File: src/rtl/mem_line_ctrl_if.sv
// mem_line_ctrl_if: bundle of the L2-side and memory-bus-side signals of the
// line controller.
//   L2 side  : read/write requests, index/tags, victim data, fill data, ready pulse
//   Mem side : command channel (valid/ready/we/addr), write beats (valid/ready/data),
//              read beats (valid/data, always accepted), sticky protocol error flag
// Modports: slave  = the controller's view
//           master = the environment's view (L2 plus memory)
interface mem_line_ctrl_if #(
    parameter int unsigned BEAT_W = 64
);
    // L2 side
    logic          read_L2_MEM;
    logic          write_L2_MEM;
    logic [7:0]    index_L2_MEM;
    logic [17:0]   tag_L2_MEM;
    logic [17:0]   write_tag_L2_MEM;
    logic [511:0]  write_data_L2_MEM;
    logic [511:0]  read_data_MEM_L2;
    logic          ready_MEM_L2;
    // Memory bus side
    logic              mem_cmd_valid;
    logic              mem_cmd_ready;
    logic              mem_cmd_we;
    logic [25:0]       mem_cmd_addr;
    logic              mem_wvalid;
    logic              mem_wready;
    logic [BEAT_W-1:0] mem_wdata;
    logic              mem_rvalid;
    logic [BEAT_W-1:0] mem_rdata;
    logic              protocol_err;

    modport slave (
        input  read_L2_MEM, write_L2_MEM, index_L2_MEM, tag_L2_MEM, write_tag_L2_MEM,
               write_data_L2_MEM, mem_cmd_ready, mem_wready, mem_rvalid, mem_rdata,
        output read_data_MEM_L2, ready_MEM_L2, mem_cmd_valid, mem_cmd_we, mem_cmd_addr,
               mem_wvalid, mem_wdata, protocol_err
    );

    modport master (
        output read_L2_MEM, write_L2_MEM, index_L2_MEM, tag_L2_MEM, write_tag_L2_MEM,
               write_data_L2_MEM, mem_cmd_ready, mem_wready, mem_rvalid, mem_rdata,
        input  read_data_MEM_L2, ready_MEM_L2, mem_cmd_valid, mem_cmd_we, mem_cmd_addr,
               mem_wvalid, mem_wdata, protocol_err
    );
endinterface

File: src/rtl/mem_line_ctrl.sv
// mem_line_ctrl: converts whole-line L2 read / write-back requests into a command
// plus a fixed-length burst of BEAT_W-bit beats on the memory bus. A combined
// request is serialized write first, then read, with a single ready pulse at the end.
// Ports:
//   clk  : clock, rising edge
//   rst  : synchronous active-high reset
//   bus  : mem_line_ctrl_if.slave (L2 request/response and memory bus signals)
// All outputs are registered.
module mem_line_ctrl #(
    parameter int unsigned BEAT_W = 64
) (
    input  logic                clk,
    input  logic                rst,
    mem_line_ctrl_if.slave      bus
);
    localparam int unsigned BEATS     = 512 / BEAT_W;
    localparam int unsigned CntW      = (BEATS > 1) ? $clog2(BEATS) : 1;
    localparam int unsigned BeatShift = $clog2(BEAT_W);
    localparam logic [CntW-1:0] LastCnt = CntW'(BEATS - 1);

    typedef enum logic [2:0] {
        StIdle,
        StWrCmd,
        StWrData,
        StRdCmd,
        StRdData,
        StResp,
        StGap
    } state_e;

    state_e          r_state;
    logic [CntW-1:0] r_cnt;
    logic            r_wr_pend;
    logic            r_rd_pend;
    logic [25:0]     r_wr_addr;
    logic [25:0]     r_rd_addr;
    logic [511:0]    r_wbuf;
    logic [511:0]    r_read_data;
    logic            r_ready;
    logic            r_cmd_valid;
    logic            r_cmd_we;
    logic [25:0]     r_cmd_addr;
    logic            r_wvalid;
    logic [BEAT_W-1:0] r_wdata;
    logic            r_protocol_err;

    logic [CntW-1:0] w_cnt_inc;
    logic [8:0]      w_wr_off;
    logic [8:0]      w_rd_off;

    assign w_cnt_inc = r_cnt + CntW'(1);
    // The next write beat is preloaded into r_wdata when the current one is taken.
    assign w_wr_off  = 9'(w_cnt_inc) << BeatShift;
    assign w_rd_off  = 9'(r_cnt) << BeatShift;

    always_ff @(posedge clk) begin
        if (rst) begin
            r_state        <= StIdle;
            r_cnt          <= '0;
            r_wr_pend      <= 1'b0;
            r_rd_pend      <= 1'b0;
            r_wr_addr      <= '0;
            r_rd_addr      <= '0;
            r_wbuf         <= '0;
            r_read_data    <= '0;
            r_ready        <= 1'b0;
            r_cmd_valid    <= 1'b0;
            r_cmd_we       <= 1'b0;
            r_cmd_addr     <= '0;
            r_wvalid       <= 1'b0;
            r_wdata        <= '0;
            r_protocol_err <= 1'b0;
        end else begin
            r_ready <= 1'b0;
            // Stray read beats are dropped but remembered.
            if (bus.mem_rvalid && (r_state != StRdData)) begin
                r_protocol_err <= 1'b1;
            end

            unique case (r_state)
                StIdle: begin
                    if (bus.read_L2_MEM || bus.write_L2_MEM) begin
                        r_wr_pend   <= bus.write_L2_MEM;
                        r_rd_pend   <= bus.read_L2_MEM;
                        r_wr_addr   <= {bus.write_tag_L2_MEM, bus.index_L2_MEM};
                        r_rd_addr   <= {bus.tag_L2_MEM, bus.index_L2_MEM};
                        r_wbuf      <= bus.write_data_L2_MEM;
                        r_cmd_valid <= 1'b1;
                        if (bus.write_L2_MEM) begin
                            r_cmd_we   <= 1'b1;
                            r_cmd_addr <= {bus.write_tag_L2_MEM, bus.index_L2_MEM};
                            r_state    <= StWrCmd;
                        end else begin
                            r_cmd_we   <= 1'b0;
                            r_cmd_addr <= {bus.tag_L2_MEM, bus.index_L2_MEM};
                            r_state    <= StRdCmd;
                        end
                    end
                end
                StWrCmd: begin
                    if (bus.mem_cmd_ready) begin
                        r_cmd_valid <= 1'b0;
                        r_cnt       <= '0;
                        r_wvalid    <= 1'b1;
                        r_wdata     <= r_wbuf[BEAT_W-1:0];
                        r_state     <= StWrData;
                    end
                end
                StWrData: begin
                    if (bus.mem_wready) begin
                        if (r_cnt == LastCnt) begin
                            r_wvalid <= 1'b0;
                            if (r_rd_pend) begin
                                r_cmd_valid <= 1'b1;
                                r_cmd_we    <= 1'b0;
                                r_cmd_addr  <= r_rd_addr;
                                r_state     <= StRdCmd;
                            end else begin
                                r_ready <= 1'b1;
                                r_state <= StResp;
                            end
                        end else begin
                            r_cnt   <= w_cnt_inc;
                            r_wdata <= r_wbuf[w_wr_off +: BEAT_W];
                        end
                    end
                end
                StRdCmd: begin
                    if (bus.mem_cmd_ready) begin
                        r_cmd_valid <= 1'b0;
                        r_cnt       <= '0;
                        r_state     <= StRdData;
                    end
                end
                StRdData: begin
                    if (bus.mem_rvalid) begin
                        r_read_data[w_rd_off +: BEAT_W] <= bus.mem_rdata;
                        if (r_cnt == LastCnt) begin
                            r_ready <= 1'b1;
                            r_state <= StResp;
                        end else begin
                            r_cnt <= w_cnt_inc;
                        end
                    end
                end
                StResp: begin
                    r_state <= StGap;
                end
                // Turnaround so the L2 request still held high is not re-accepted.
                StGap: begin
                    r_state <= StIdle;
                end
                default: begin
                    r_state <= StIdle;
                end
            endcase
        end
    end

    assign bus.read_data_MEM_L2 = r_read_data;
    assign bus.ready_MEM_L2     = r_ready;
    assign bus.mem_cmd_valid    = r_cmd_valid;
    assign bus.mem_cmd_we       = r_cmd_we;
    assign bus.mem_cmd_addr     = r_cmd_addr;
    assign bus.mem_wvalid       = r_wvalid;
    assign bus.mem_wdata        = r_wdata;
    assign bus.protocol_err     = r_protocol_err;
endmodule
File: src/flat_wrapper.sv
// flat-port wrapper written by rule: the top's interface ports become plain ports
module mem_line_ctrl_flat 
#(
    parameter int unsigned BEAT_W = 64
)
  (clk, rst, bus_read_L2_MEM, bus_write_L2_MEM, bus_index_L2_MEM, bus_tag_L2_MEM, bus_write_tag_L2_MEM, bus_write_data_L2_MEM, bus_mem_cmd_ready, bus_mem_wready, bus_mem_rvalid, bus_mem_rdata, bus_read_data_MEM_L2, bus_ready_MEM_L2, bus_mem_cmd_valid, bus_mem_cmd_we, bus_mem_cmd_addr, bus_mem_wvalid, bus_mem_wdata, bus_protocol_err);
  mem_line_ctrl_if #(.BEAT_W(BEAT_W)) bus_i ();
  input  logic clk;
  input  logic rst;
  input wire logic [$bits(bus_i.read_L2_MEM)-1:0] bus_read_L2_MEM;
  input wire logic [$bits(bus_i.write_L2_MEM)-1:0] bus_write_L2_MEM;
  input wire logic [$bits(bus_i.index_L2_MEM)-1:0] bus_index_L2_MEM;
  input wire logic [$bits(bus_i.tag_L2_MEM)-1:0] bus_tag_L2_MEM;
  input wire logic [$bits(bus_i.write_tag_L2_MEM)-1:0] bus_write_tag_L2_MEM;
  input wire logic [$bits(bus_i.write_data_L2_MEM)-1:0] bus_write_data_L2_MEM;
  input wire logic [$bits(bus_i.mem_cmd_ready)-1:0] bus_mem_cmd_ready;
  input wire logic [$bits(bus_i.mem_wready)-1:0] bus_mem_wready;
  input wire logic [$bits(bus_i.mem_rvalid)-1:0] bus_mem_rvalid;
  input wire logic [$bits(bus_i.mem_rdata)-1:0] bus_mem_rdata;
  output wire logic [$bits(bus_i.read_data_MEM_L2)-1:0] bus_read_data_MEM_L2;
  output wire logic [$bits(bus_i.ready_MEM_L2)-1:0] bus_ready_MEM_L2;
  output wire logic [$bits(bus_i.mem_cmd_valid)-1:0] bus_mem_cmd_valid;
  output wire logic [$bits(bus_i.mem_cmd_we)-1:0] bus_mem_cmd_we;
  output wire logic [$bits(bus_i.mem_cmd_addr)-1:0] bus_mem_cmd_addr;
  output wire logic [$bits(bus_i.mem_wvalid)-1:0] bus_mem_wvalid;
  output wire logic [$bits(bus_i.mem_wdata)-1:0] bus_mem_wdata;
  output wire logic [$bits(bus_i.protocol_err)-1:0] bus_protocol_err;
  assign bus_i.read_L2_MEM = bus_read_L2_MEM;
  assign bus_i.write_L2_MEM = bus_write_L2_MEM;
  assign bus_i.index_L2_MEM = bus_index_L2_MEM;
  assign bus_i.tag_L2_MEM = bus_tag_L2_MEM;
  assign bus_i.write_tag_L2_MEM = bus_write_tag_L2_MEM;
  assign bus_i.write_data_L2_MEM = bus_write_data_L2_MEM;
  assign bus_i.mem_cmd_ready = bus_mem_cmd_ready;
  assign bus_i.mem_wready = bus_mem_wready;
  assign bus_i.mem_rvalid = bus_mem_rvalid;
  assign bus_i.mem_rdata = bus_mem_rdata;
  assign bus_read_data_MEM_L2 = bus_i.read_data_MEM_L2;
  assign bus_ready_MEM_L2 = bus_i.ready_MEM_L2;
  assign bus_mem_cmd_valid = bus_i.mem_cmd_valid;
  assign bus_mem_cmd_we = bus_i.mem_cmd_we;
  assign bus_mem_cmd_addr = bus_i.mem_cmd_addr;
  assign bus_mem_wvalid = bus_i.mem_wvalid;
  assign bus_mem_wdata = bus_i.mem_wdata;
  assign bus_protocol_err = bus_i.protocol_err;
  mem_line_ctrl #(.BEAT_W(BEAT_W)) u_core (.clk(clk), .rst(rst), .bus(bus_i));
endmodule
File: config.mk
export PLATFORM = sky130hd
export DESIGN_NAME = mem_line_ctrl_flat
export DESIGN_NICKNAME = d
export VERILOG_FILES = /design/src/rtl/mem_line_ctrl_if.sv /design/src/rtl/mem_line_ctrl.sv /design/src/flat_wrapper.sv
export SDC_FILE = /design/constraint.sdc
export NUM_CORES = 2
export LEC_CHECK = 0
export BUFFER_PORTS_ARGS = -buffer_cell sky130_fd_sc_hd__buf_2
export CAP_MARGIN = 30
export CORE_AREA = 2 2 484 486
export CTS_CLUSTER_SIZE = 10
export DETAILED_ROUTE_END_ITERATION = 8
export DIE_AREA = 0 0 486 488
export PLACE_DENSITY = 0.41
export SYNTH_ARGS = -nofsm -noshare
export SYNTH_HDL_FRONTEND = slang
export SYNTH_SLANG_ARGS = --single-unit
File: constraint.sdc
create_clock -name clk -period 3 [get_ports clk]
set_clock_uncertainty 0.15 [all_clocks]
set_input_delay 0.6 -clock clk [delete_from_list [all_inputs] [get_ports clk]]
set_output_delay 0.6 -clock clk [all_outputs]
set_load 0.1 [all_outputs]
==> flow_metrics.tcl <==
set metrics [dict create \
    status "finished clean" \
    synth_nets 6232 \
    syn_inst 5597 \
    hpwl_um 168000 \
    cpMaxStageDelayCell "mux4_2" \
    grt_pass1_vias 45500 \
    cts_sinks 1152 \
    seq_area_frac_synth 0.504 \
    hold_buffers 533 \
    cts_buffers 144 \
    antenna_found_initial 40 \
    area_growth_pct 42.2 \
    synth_edf_count 0 \
    leakagePower_nw 25.5 \
    yosysUniqueCellTypes 52 \
    ys_ff_latch 1152 \
    fmax_mhz 369 \
    layout.nets 7759 \
    hp-class "in2reg" \
    dp_cells 9488 \
    synth_area_sq_um 45700 \
    ys.flop_type "dfxtp_1" \
    path_cells "inv_4 -> ha_4 -> buf_12 -> buf_12 -> mux4_2 -> nand2_1 -> and2_1 -> o221ai_1" \
    io_pins 1234 \
    worstSetupStartpointType "register" \
    drt-met1-wl_um 98500 \
    numPortBuffers 1233 \
    rows 177 \
    grt_pass1_wl_um 329000 \
    initial_core_util 0.197 \
    place_area_sq_um 55200 \
    period_share 0.903 \
    grt_usage 0.188 \
    core_area_sq_um 232000 \
    drtAntennaViolNets 0 \
    drtIter0Drc 3088 \
    drv_cap 0 \
    design_area_sq_um 65000 \
    die_w_um 486 \
    cts_tree "built" \
    die_area_sq_um 237000 \
    cts_setup_buffers 0 \
    min_period_ps 2710 \
    dr_wl_met3_um 13500 \
    tightest_slew_ps 1070 \
    layout-drive-gt1-share 0.243 \
    criticalPathCategory "reg2reg" \
    grt_max_degree 178 \
    holdWs_ps 72.5 \
    ir_worst_vdd_uv 464 \
    clk_pin_slew_worst_paths_ps 60 \
    rsz0062_at_grt "false" \
    post_cts_resized 0 \
    path_delay_family "multiplexers" \
    drc 0 \
    slew_violations 0 \
    critPathCaptureType "register" \
    layoutNonFillerInstCount 10300 \
    finalHoldViolations 0 \
    vias 46500 \
    powerDensity_nw_per_um2 794 \
    cts-root-buf "clkbuf_16" \
    crit_path_frequent_cell "buf_12" \
    routed_wl_um 234000 \
    avgRoutedWirePerCell_um 22.8 \
    die_h_um 488 \
    path_buf_inv 3 \
    clkLatencyLatePin_ps 770 \
    dr.pass1.iters 5 \
    clockBufferDepth 3 \
    via_per_inst 4.53 \
    tns_ps 0 \
    timing.slew.headroom 0.285 \
    ys_warn_count 0 \
    async_flop_share 0 \
    cts-htree-levels 4 \
    crit_fanout 25 \
    syn_area_per_cell_sq_um 8.17 \
    arrival_ps 3160 \
    finalSetupViolCount 0 \
    dr.max_layer_used "met5" \
    required_ps 3460 \
    overflow 0 \
    route.met2.wl_um 113000 \
    gp_congestion 0.841 \
    slowest_delay_ps 530 \
]
-- cell usage after synthesis, drive strengths merged (2+ instances only) --
library cell / n / area share
nand2: 1951 / 0.16
dfxtp: 1152 / 0.50
a21oi: 1080 / 0.12
nand3: 392 / 0.043
buf: 286 / 0.035
clkbuf: 270 / 0.022
mux4: 128 / 0.063
and2: 65 / 0.0089
nand4: 65 / 0.0089
o221ai: 65 / 0.012
mux2i: 27 / 0.0059
nor2: 18 / 0.0015
o211ai: 18 / 0.0030
a211oi: 8 / 0.0013
ha: 8 / 0.0022
inv: 6 / 0.00049
nor2b: 6 / 0.00082
o21ai: 6 / 0.00066
nor3: 5 / 0.00066
and3: 4 / 0.00055
nand2b: 4 / 0.00055
nor4b: 3 / 0.00057
o31ai: 3 / 0.00060
a22oi: 2 / 0.00033
nand4b: 2 / 0.00038
nand4bb: 2 / 0.00049
nor4: 2 / 0.00093
o221a: 2 / 0.00049
o22ai: 2 / 0.00041
or3: 2 / 0.00027
or3b: 2 / 0.00038
or4: 2 / 0.00033
-- power breakdown --
| group | internal [W] | leakage (nW) | switching (W) | total, W |
|---|---|---|---|---|
| logic | 0.00539 | 13.9 | 0.0107 | 0.0160 |
| registers | 0.0173 | 9.37 | 0.00139 | 0.0187 |
| clock network | 0.00989 | 2.15 | 0.00700 | 0.0169 |
-- through the flow --
step	setup WS, ps	util	power [W]
after floorplan	107	-	0.0290
after global placement	206	0.238	0.0346
after detailed placement	168	0.238	0.0347
after CTS	91.9	0.280	0.0524
after global routing	101	0.280	0.0543
final	292	0.280	0.0517
-- final cells by class --
| class | count | area (sq um) |
|---|---|---|
| inverters | 7 | 33.8 |
| multi-input cells | 3882 | 20200 |
| clock buffers | 204 | 4060 |
| flip-flops and latches | 1152 | 23100 |
| repair buffers | 1937 | 13400 |
| fillers | 25100 | 167000 |
| diodes | 20 | 50.0 |
| clock inverters | 20 | 362 |
| well taps | 3043 | 3810 |
-- metal layers --
metal	GRT usage	vias to the layer above
met2	0.324	1644
met4	0.0689	30
met1	0.232	22500
li1	-	21900
met3	0.0371	349
met5	0	-
-- flip-flops by register name, summed over array words and instances (netlist names) --
| name | flops |
|---|---|
| u_core.r_rd_addr | 26 |
| u_core.bus.mem_cmd_valid | 1 |
| u_core.bus.ready_MEM_L2 | 1 |
| u_core.bus.mem_wvalid | 1 |
| u_core.bus.mem_wdata | 64 |
| u_core.r_rd_pend | 1 |
| u_core.bus.mem_cmd_addr | 26 |
| u_core.r_wbuf | 512 |
| u_core.bus.read_data_MEM_L2 | 512 |
| u_core.bus.mem_cmd_we | 1 |
| u_core.r_cnt | 3 |
| u_core.bus.protocol_err | 1 |
| u_core.r_state | 3 |
-- logic make-up after synthesis --
kind of cell             after synthesis  synth area share
flip-flops                          1152             0.504
buffers and inverters                563            0.0575
AND/OR/NAND/NOR                     2529             0.229
multiplexers                         155            0.0689
adder cells (fa/ha/maj)                8           0.00219
AO/OA/AOI/OAI                       1190             0.138
-- path summary, 6_finish.rpt --
path,startpoint,endpoint,slack (ps),depth (start not counted)
max,u_core.r_cnt[0]$_SDFFE_PP0P_,u_core.bus.mem_wdata[54]$_SDFFE_PP0P_,290,8
min,bus_mem_rdata[2],u_core.bus.read_data_MEM_L2[322]$_SDFFE_PP0P_,70,3
max reg2reg,u_core.r_cnt[0]$_SDFFE_PP0P_,u_core.bus.mem_wdata[54]$_SDFFE_PP0P_,290,8
min reg2reg,u_core.bus.mem_cmd_addr[18]$_SDFFE_PP0P_,u_core.bus.mem_cmd_addr[18]$_SDFFE_PP0P_,300,2
-- tightest hold or removal path: cells and delay by family --
| family | cells | cell delay [ps] |
|---|---|---|
| buffers and inverters | 1 | 190 |
| AOI/OAI and AO/OA | 1 | 60 |
| and+or+nand+nor | 1 | 100 |
-- cells in the final DEF (no fill, tap or decap), drive strengths merged, types with 3 or more instances in the layout --
master	instances
dfxtp	1152
o21ai	6
a211oi	8
mux4	128
and3	4
clkbuf	204
clkinv	7
diode	20
nor3	5
and2	65
nand3	392
ha	8
o211ai	18
o221ai	65
nor4b	3
inv	14
mux2i	27
o31ai	3
bufinv	6
buf	1404
nand4	65
dlygate4sd3	533
nand2	1951
nand2b	4
a21oi	1080
nor2	18
nor2b	6
Note: power is estimated with default switching activity, not from simulation.
